## config.mk

```make
export PLATFORM = sky130hd
export DESIGN_NAME = uart_fifo_interfaz
export DESIGN_NICKNAME = d
export VERILOG_FILES = /design/src/rtl/uart_fifo_interfaz.sv
export SDC_FILE = /design/constraint.sdc
export NUM_CORES = 1
export LEC_CHECK = 0
export CAP_MARGIN = 40
export CORE_UTILIZATION = 53
export CTS_CLUSTER_SIZE = 16
export DETAILED_ROUTE_END_ITERATION = 12
export PLACE_DENSITY = 0.75
export SKIP_LAST_GASP = 1
export SYNTH_ARGS = -nofsm -noshare
export SYNTH_HDL_FRONTEND = slang
export SYNTH_SLANG_ARGS = --single-unit
```

## constraint.sdc

```tcl
create_clock -name clk -period 9.31 [get_ports clk]
set_clock_uncertainty 0.05 [all_clocks]
set_input_delay 1.862 -clock clk [delete_from_list [all_inputs] [get_ports clk]]
set_output_delay 1.862 -clock clk [all_outputs]
set_load 0.005 [all_outputs]
```

## src/rtl/uart_fifo_interfaz.sv

```systemverilog
// Full-duplex UART with parametrised word, parity and stop bits,
// a control/status register and an RX FIFO behind a small register port.
module uart_fifo_interfaz #(
   parameter int palabra    = 8,
   parameter int prescale   = 10417,
   parameter int FIFO_DEPTH = 4,
   parameter int PARITY     = 0,
   parameter int STOP_BITS  = 1
) (
   input  logic               clk,
   input  logic               rst,
   input  logic               wr_i,
   input  logic               rd_i,
   input  logic               reg_sel_i,
   input  logic               addr_i,
   input  logic [palabra-1:0] entrada_i,
   output logic [palabra-1:0] data,
   output logic [palabra-1:0] ctrl,
   input  logic               rxd,
   output logic               txd
);

   localparam int CW = $clog2(prescale);
   localparam int BW = $clog2(palabra);
   localparam int AW = $clog2(FIFO_DEPTH);
   localparam logic [CW-1:0] CLAST = CW'(prescale - 1);
   localparam logic [CW-1:0] CHALF = CW'(prescale / 2 - 1);
   localparam logic [BW-1:0] BLAST = BW'(palabra - 1);
   localparam logic [AW:0]   FCAP  = (AW+1)'(FIFO_DEPTH);
   localparam logic          SLAST = 1'(STOP_BITS - 1);
   localparam logic          PODD  = (PARITY == 2);

   typedef enum logic [2:0] {
      S_IDLE, S_START, S_DATA, S_PAR, S_STOP
   } st_t;

   st_t              tx_st_q, tx_st_d;
   st_t              rx_st_q, rx_st_d;
   logic [CW-1:0]    tx_cnt_q, tx_cnt_d;
   logic [CW-1:0]    rx_cnt_q, rx_cnt_d;
   logic [BW-1:0]    tx_bit_q, tx_bit_d;
   logic [BW-1:0]    rx_bit_q, rx_bit_d;
   logic             tx_stp_q, tx_stp_d;
   logic [palabra-1:0] tx_hold_q, tx_hold_d;
   logic [palabra-1:0] rx_sh_q, rx_sh_d;
   logic             txd_q, txd_d;
   logic             send_q, send_d;
   logic             ovr_q, ovr_d;
   logic             perr_q, perr_d;
   logic             ferr_q, ferr_d;
   logic             s1_q, s2_q, s3_q;
   logic [palabra-1:0] mem_q [FIFO_DEPTH];
   logic [palabra-1:0] mem_d [FIFO_DEPTH];
   logic [AW-1:0]    wp_q, wp_d, rp_q, rp_d;
   logic [AW:0]      fcnt_q, fcnt_d;

   logic wr_ctrl, wr_tx, pop, tx_busy, tx_last, rx_last;
   logic push, perr_set, ferr_set, full, wr_en, ovr_set;

   assign wr_ctrl = wr_i & ~reg_sel_i;
   assign wr_tx   = wr_i & reg_sel_i & ~addr_i;
   assign pop     = rd_i & reg_sel_i & addr_i & (fcnt_q != '0);
   assign tx_busy = (tx_st_q != S_IDLE);
   assign tx_last = (tx_cnt_q == CLAST);
   assign rx_last = (rx_cnt_q == CLAST);
   assign full    = (fcnt_q == FCAP);
   assign txd     = txd_q;

   always_comb begin
      tx_st_d   = tx_st_q;
      tx_cnt_d  = tx_cnt_q;
      tx_bit_d  = tx_bit_q;
      tx_stp_d  = tx_stp_q;
      tx_hold_d = tx_hold_q;
      txd_d     = txd_q;
      send_d    = send_q;
      if (wr_tx && !tx_busy)
         tx_hold_d = entrada_i;
      if (tx_busy)
         tx_cnt_d = tx_last ? '0 : tx_cnt_q + 1'b1;
      unique case (tx_st_q)
         S_IDLE: begin
            if (wr_ctrl && entrada_i[0]) begin
               tx_st_d  = S_START;
               tx_cnt_d = '0;
               txd_d    = 1'b0;
               send_d   = 1'b1;
            end
         end
         S_START: begin
            if (tx_last) begin
               tx_st_d  = S_DATA;
               tx_bit_d = '0;
               txd_d    = tx_hold_q[0];
            end
         end
         S_DATA: begin
            if (tx_last) begin
               if (tx_bit_q == BLAST) begin
                  if (PARITY != 0) begin
                     tx_st_d = S_PAR;
                     txd_d   = (^tx_hold_q) ^ PODD;
                  end else begin
                     tx_st_d  = S_STOP;
                     tx_stp_d = 1'b0;
                     txd_d    = 1'b1;
                  end
               end else begin
                  tx_bit_d = tx_bit_q + 1'b1;
                  txd_d    = tx_hold_q[tx_bit_d];
               end
            end
         end
         S_PAR: begin
            if (tx_last) begin
               tx_st_d  = S_STOP;
               tx_stp_d = 1'b0;
               txd_d    = 1'b1;
            end
         end
         S_STOP: begin
            if (tx_last) begin
               if (tx_stp_q == SLAST) begin
                  tx_st_d = S_IDLE;
                  send_d  = 1'b0;
               end else begin
                  tx_stp_d = 1'b1;
               end
            end
         end
         default: tx_st_d = S_IDLE;
      endcase
   end

   // s3_q holds the previous synchronised level for start-edge detection
   always_comb begin
      rx_st_d  = rx_st_q;
      rx_cnt_d = rx_cnt_q;
      rx_bit_d = rx_bit_q;
      rx_sh_d  = rx_sh_q;
      push     = 1'b0;
      perr_set = 1'b0;
      ferr_set = 1'b0;
      if (rx_st_q != S_IDLE)
         rx_cnt_d = rx_last ? '0 : rx_cnt_q + 1'b1;
      unique case (rx_st_q)
         S_IDLE: begin
            if (s3_q && !s2_q) begin
               rx_st_d  = S_START;
               rx_cnt_d = '0;
            end
         end
         S_START: begin
            if (rx_cnt_q == CHALF) begin
               rx_cnt_d = '0;
               rx_bit_d = '0;
               rx_st_d  = s2_q ? S_IDLE : S_DATA;
            end
         end
         S_DATA: begin
            if (rx_last) begin
               rx_sh_d = {s2_q, rx_sh_q[palabra-1:1]};
               if (rx_bit_q == BLAST)
                  rx_st_d = (PARITY != 0) ? S_PAR : S_STOP;
               else
                  rx_bit_d = rx_bit_q + 1'b1;
            end
         end
         S_PAR: begin
            if (rx_last) begin
               perr_set = ((^rx_sh_q) ^ s2_q) != PODD;
               rx_st_d  = S_STOP;
            end
         end
         S_STOP: begin
            if (rx_last) begin
               push     = 1'b1;
               ferr_set = ~s2_q;
               rx_st_d  = S_IDLE;
            end
         end
         default: rx_st_d = S_IDLE;
      endcase
   end

   // a push into a full FIFO still lands when a pop frees the head slot
   always_comb begin
      mem_d   = mem_q;
      wr_en   = push & (~full | pop);
      ovr_set = push & full & ~pop;
      wp_d    = wp_q;
      rp_d    = rp_q;
      fcnt_d  = fcnt_q;
      if (wr_en) begin
         mem_d[wp_q] = rx_sh_q;
         wp_d        = wp_q + 1'b1;
      end
      if (pop)
         rp_d = rp_q + 1'b1;
      if (wr_en && !pop)
         fcnt_d = fcnt_q + 1'b1;
      else if (pop && !wr_en)
         fcnt_d = fcnt_q - 1'b1;
      ovr_d  = ovr_q;
      perr_d = perr_q;
      ferr_d = ferr_q;
      if (wr_ctrl && entrada_i[2]) ovr_d  = 1'b0;
      if (wr_ctrl && entrada_i[3]) perr_d = 1'b0;
      if (wr_ctrl && entrada_i[4]) ferr_d = 1'b0;
      if (ovr_set)  ovr_d  = 1'b1;
      if (perr_set) perr_d = 1'b1;
      if (ferr_set) ferr_d = 1'b1;
   end

   always_comb begin
      ctrl      = '0;
      ctrl[6:0] = {tx_busy, full, ferr_q, perr_q, ovr_q,
                   (fcnt_q != '0), send_q};
      data      = (fcnt_q == '0) ? '0 : mem_q[rp_q];
   end

   always_ff @(posedge clk) begin
      if (rst) begin
         tx_st_q   <= S_IDLE;
         rx_st_q   <= S_IDLE;
         tx_cnt_q  <= '0;
         rx_cnt_q  <= '0;
         tx_bit_q  <= '0;
         rx_bit_q  <= '0;
         tx_stp_q  <= 1'b0;
         tx_hold_q <= '0;
         rx_sh_q   <= '0;
         txd_q     <= 1'b1;
         send_q    <= 1'b0;
         ovr_q     <= 1'b0;
         perr_q    <= 1'b0;
         ferr_q    <= 1'b0;
         s1_q      <= 1'b1;
         s2_q      <= 1'b1;
         s3_q      <= 1'b1;
         wp_q      <= '0;
         rp_q      <= '0;
         fcnt_q    <= '0;
      end else begin
         tx_st_q   <= tx_st_d;
         rx_st_q   <= rx_st_d;
         tx_cnt_q  <= tx_cnt_d;
         rx_cnt_q  <= rx_cnt_d;
         tx_bit_q  <= tx_bit_d;
         rx_bit_q  <= rx_bit_d;
         tx_stp_q  <= tx_stp_d;
         tx_hold_q <= tx_hold_d;
         rx_sh_q   <= rx_sh_d;
         txd_q     <= txd_d;
         send_q    <= send_d;
         ovr_q     <= ovr_d;
         perr_q    <= perr_d;
         ferr_q    <= ferr_d;
         s1_q      <= rxd;
         s2_q      <= s1_q;
         s3_q      <= s2_q;
         wp_q      <= wp_d;
         rp_q      <= rp_d;
         fcnt_q    <= fcnt_d;
      end
   end

   always_ff @(posedge clk) begin
      mem_q <= mem_d;
   end

endmodule

```

# Word-level counts from Yosys, hierarchy flattened
# Index checks and enable logic that the tools add are counted.
# classes
addsub,8
magnitude_cmp,4
eq_ne,29
n_mux,72
bitwise_logic,18
reduce_logical,37
# ops
op,n
$mux W14,8
$mux W3,21
$bwmux W32,1
$mux W8,4
$ne A2 B2 Y1 const B,15
$pmux W3 S5,2
$add A14 B1 Y14 const B,2
$eq A14 B14 Y1 const B,2
$pmux W14 S2,1
$mux W1,26
$bmux W8 S2,1
$demux W8 S2,1
$eq A3 B3 Y1 const B,5
$eq A14 B13 Y1 const B,1
$reduce_bool A2 Y1,7
$eq A3 B2 Y1 const B,4
$pmux W3 S2,2
$reduce_and A4 Y1,3
$reduce_bool A3 Y1,4
$reduce_and A5 Y1,2
$add A3 B1 Y3 const B,3
$and A1 B1 Y1,9
$logic_and A1 B1 Y1,9
$logic_not A3 Y1,3
other kinds (21),32
# totals
register_bits,104
input_bits,15
output_inout_bits,17
elab_cells,192

# Longest topological paths before layout
# depth
word_depth,9
ltp_mapped,12
mapped_depth_nobuf,11

# Worst setup path after synthesis
# Ideal clock, no wire load.
# synth_timing
kind,in2reg
start,in addr_i
end,reg fcnt_q[2]
setup_ns,0.070
arrival_ns,3.621
required_ns,9.190
setup_slack_ns,5.568
stages,9
path_buffers,0
path_cell_list,nand3_1 -> and2_1 -> nor3_4 -> ha_1 -> inv_1 -> fa_1 -> xor2_1 -> or3_1 -> a21oi_1
# synth_via
elab_chain_len,7
elab_cells_between_ends,10
# synth_rtl
element,line,source
"start, declared",15,"input logic addr_i,"
$and A1 B1 Y1 (*) (2 in series),62,assign pop = rd_i & reg_sel_i & addr_i & (fcnt_q != '0);
$or A1 B1 Y1 (*),189,wr_en = push & (~full | pop);
$and A1 B1 Y1 (*),189,
named net wr_en,58,"logic push, perr_set, ferr_set, full, wr_en, ovr_set;"
$logic_not A1 Y1,202,else if (pop && !wr_en)
$logic_and A1 B1 Y1,202,
$reduce_bool A2 Y1 (no line),-,
"end signal, assigned",264,fcnt_q <= fcnt_d;
"end, declared",55,"logic [AW:0] fcnt_q, fcnt_d;"
# The timed path passes the listed nets; every way through them passes the cells marked *.
# A chain may end at the register's enable or synchronous reset.

# Worst setup path after layout
# layout_timing
start,reg rp_q[0]
end,out data[0]
# layout_via
elab_chain_len,5
# layout_rtl
element,line,source
"start, declared",54,"logic [AW-1:0] wp_q, wp_d, rp_q, rp_d;"
"start signal, assigned",263,rp_q <= rp_d;
$not A2 Y3 (not written as such),219,data = (fcnt_q == '0) ? '0 : mem_q[rp_q];
$bmux W8 S2,219,
$mux W8 (not written as such) (2 in series),219,
$mux W8,219,
"end, declared",17,"output logic [palabra-1:0] data,"
# Every way passes these cells. The select of a mux whose other input is x is not followed.

==> summary.txt <==
Max-Cap Viols - 0
routed len/inst - 15.0 um
share of the synthesized area in the top cell type - 0.294
TritonCTS clock tree - yes
R2R depth - 9
ys async rst share - 0
Final Critical Period - 4190 ps
crit start category - register
largest net degree at the start of global routing - 42
top_reg_cell synth - dfxtp_1
# IOs - 32
Mapped Area - 0.00483 sq mm
R2R Setup Slk - 5950 ps
Simple-Gate Fraction of Synth Area - 0.205
mux cell area share after synthesis - 0.0861
Synth area leader - dfxtp_1
Crit Path Class - register to primary output
ranking of synthesized cells by area - dfxtp_1 29%, edfxtp_1 20%, mux4_2 4.7%, nor2_1 4.2%, mux2i_1 3.9%
share of layout cells above drive strength 1 - 0.0798
root buffer cell - clkbuf_8
Inserted Clock Buffers - 9
vias in the first global route - 3336
post_cts resized - 0
Horiz. Die Dim - 97.4 um
Yosys cell types - 57
IO buf count - 30
first-pass GRT wire length - 15500 um
cell count after synthesis - 464
Slew Viols, Final - 0
DRT antenna net count - 0
clock buffer depth - 2
Setup crit end - data[0]
GRT Util Overall - 0.201
final WL - 8950 um
Worst Setup End Kind - primary output
Finished Layout Cells - 597
Worst-Skew Late Latency - 360 ps
# rows - 34
Initial DRT Pass Iterations - 5
worst hold margin - 363 ps
XOR/XNOR Fraction of Synth Area - 0.0454
total number of vias - 3389
worst slew pin tran - 971 ps
hold_buf cts - 0
Inserted Diodes - 0
Critical Path Fanout Max - 10
routability cong. - 0.855
final core occ - 0.614
Core ar. - 0.00876 sq mm
endpoint of the worst register-to-register path - fcnt_q[2]
final hold vios - 0
CP startpoint - rp_q[0]
largest family of logic cells by synthesized area - simple AND/OR/NAND/NOR gates
htree depth - 3
PD cells - 145 mW/mm^2
Placed Instances - 581
clk slew on worst S/H paths - 90 ps
Max-slew headroom - 0.348
gr ovfl total - 0
sequential area share after synthesis - 0.494
Synth Register Bits - 103
Max VDD drop - 0.0757 mV
unrepaired setup endpoints after global routing - false
Die Area - 0.00949 sq mm
CP arrival - 2280 ps
CTS Sinks - 103
Pleak - 1.77 nW
initial drt markers - 155
die height - 97.4 um
Critical Path RT - 7400 ps
max frequency - 238 MHz
Synth warnings - 0
vias per cell - 5.68
Setup-failing EPs final - 0
Post-CTS Setup Inserts - 0
antenna violations before repair - 0
EDFF count, synth - 32
Final TNS setup - 0 ps
Final HPWL DP - 6320 um
# DRC - 0
post-synthesis adder-cell area fraction - 0.0378
fin crit share - 0.450
total power - 779 uW
Hold Path Class - register to register
post-synthesis compound-gate area fraction - 0.0928
initial core utilization - 0.551
status - finished clean
Nets - 513
Area Growth Syn to Fin - 11.4%
Syn Area/Cell - 10.4 sq um
beginning of the worst register-to-register path - rx_cnt_q[11]
syn_nets - 493
[how the worst min path moves through the flow]
stage	start	endpoint	cells after the start	slack [ps]
floorplan	s1_q	s2_q	1	340
global placement	s1_q	s2_q	1	340
detailed placement	s1_q	s2_q	1	340
CTS	s1_q	s2_q	1	360
global route	s1_q	s2_q	1	370
finish	s1_q	s2_q	1	360
[power by group]
part / internal (mW) / leakage, nW / switching [mW] / total, mW
combinational: 0.0161 / 0.802 / 0.0221 / 0.0382
sequential: 0.462 / 0.870 / 0.00316 / 0.466
clock: 0.136 / 0.100 / 0.139 / 0.275
[cell usage in the layout (no fill, tap or decap), drive strengths merged, types with 3 or more instances in the layout]
cell type      Yosys  layout
edfxtp            32      32
o211ai             3       3
o21ai             11      11
a21oi             22      22
a211oi             4       4
nor3b              5       5
mux4              10      10
clkbuf            16      13
or4bb              3       3
nand3             15      15
xnor2             13      13
buf               10       6
and2               6       6
clkdlybuf4s50      0      29
nor2b             11      11
or4                3       3
nand3b             3       3
inv               15      15
mux2i             19      19
nand2             29      29
a32oi              3       3
nor4               4       4
or4b               3       3
and3               5       5
or3                8       8
nand4              7       7
xor2              12      12
ha                13      13
nor3              17      17
dfxtp             71      71
nor2              55      55
a311oi             7       7
[cells by family after synthesis]
kind of cell | Yosys count
AOI/OAI and AO/OA | 67
xor gates and xnor gates | 25
adders and majority gates | 14
buffers and inverters | 42
DFF | 103
muxes | 29
other | 1
and+or+nand+nor | 183
[state kept, by name (all words and copies together), names as in the netlist]
signal     flops
ovr_q          1
perr_q         1
tx_cnt_q      14
txd            1
rx_sh_q        8
wp_q           2
s2_q           1
s3_q           1
tx_st_q        3
ferr_q         1
tx_bit_q       3
fcnt_q         3
rx_bit_q       3
tx_hold_q      8
s1_q           1
rp_q           2
send_q         1
mem_q         32
rx_st_q        3
rx_cnt_q      14
[metal layers]
metal	share of wire	vias to the layer above	global-route usage
li1	-	1715	-
met1	0.47	1605	0.263
met2	0.48	60	0.331
met3	0.036	9	0.0439
met4	0.011	0	0.0667
met5	0	-	0
[metrics by stage]
step	setup slack, ps	cell area [sq um]
6_report	5120	5380
5_1_grt	4930	5380
4_1_cts	5050	5380
3_5_place_dp	4870	5180
3_3_place_gp	4950	5150
2_1_floorplan	5570	4830
[layout make-up]
class / count / area [sq um]
Fill cell: 730 / 3390
Clock inverter: 3 / 42.5
Inverter: 16 / 60.1
Timing Repair Buffer: 35 / 345
Multi-Input combinational cell: 319 / 2260
Clock buffer: 13 / 154
Tap cell: 108 / 135
Sequential cell: 103 / 2380
[synth_stat cells, types with 3 or more instances]
| master | instances |
|---|---|
| nor4_1 | 3 |
| and2_1 | 6 |
| and3_1 | 5 |
| o211ai_1 | 3 |
| nor3b_1 | 5 |
| ha_1 | 13 |
| nor2_1 | 54 |
| buf_2 | 3 |
| nand3_1 | 15 |
| or3_1 | 8 |
| xor2_1 | 12 |
| nor3_1 | 15 |
| or4b_1 | 3 |
| a32oi_1 | 3 |
| a211oi_1 | 4 |
| a21oi_1 | 22 |
| clkbuf_1 | 16 |
| or4_1 | 3 |
| dfxtp_1 | 71 |
| mux4_2 | 10 |
| nand4_1 | 7 |
| nand3b_1 | 3 |
| nand2_1 | 29 |
| o21ai_0 | 11 |
| buf_4 | 7 |
| nor2b_1 | 11 |
| inv_1 | 15 |
| edfxtp_1 | 32 |
| xnor2_1 | 13 |
| a311oi_1 | 7 |
| or4bb_1 | 3 |
| mux2i_1 | 19 |
[worst max-delay path, cell delays in order, from the launching register on]
cell and delay (ps):
dfxtp_1 750, mux4_2 600, nor2b_1 140, clkdlybuf4s50_1 430
No activity file was read; power rests on OpenSTA's default activity.
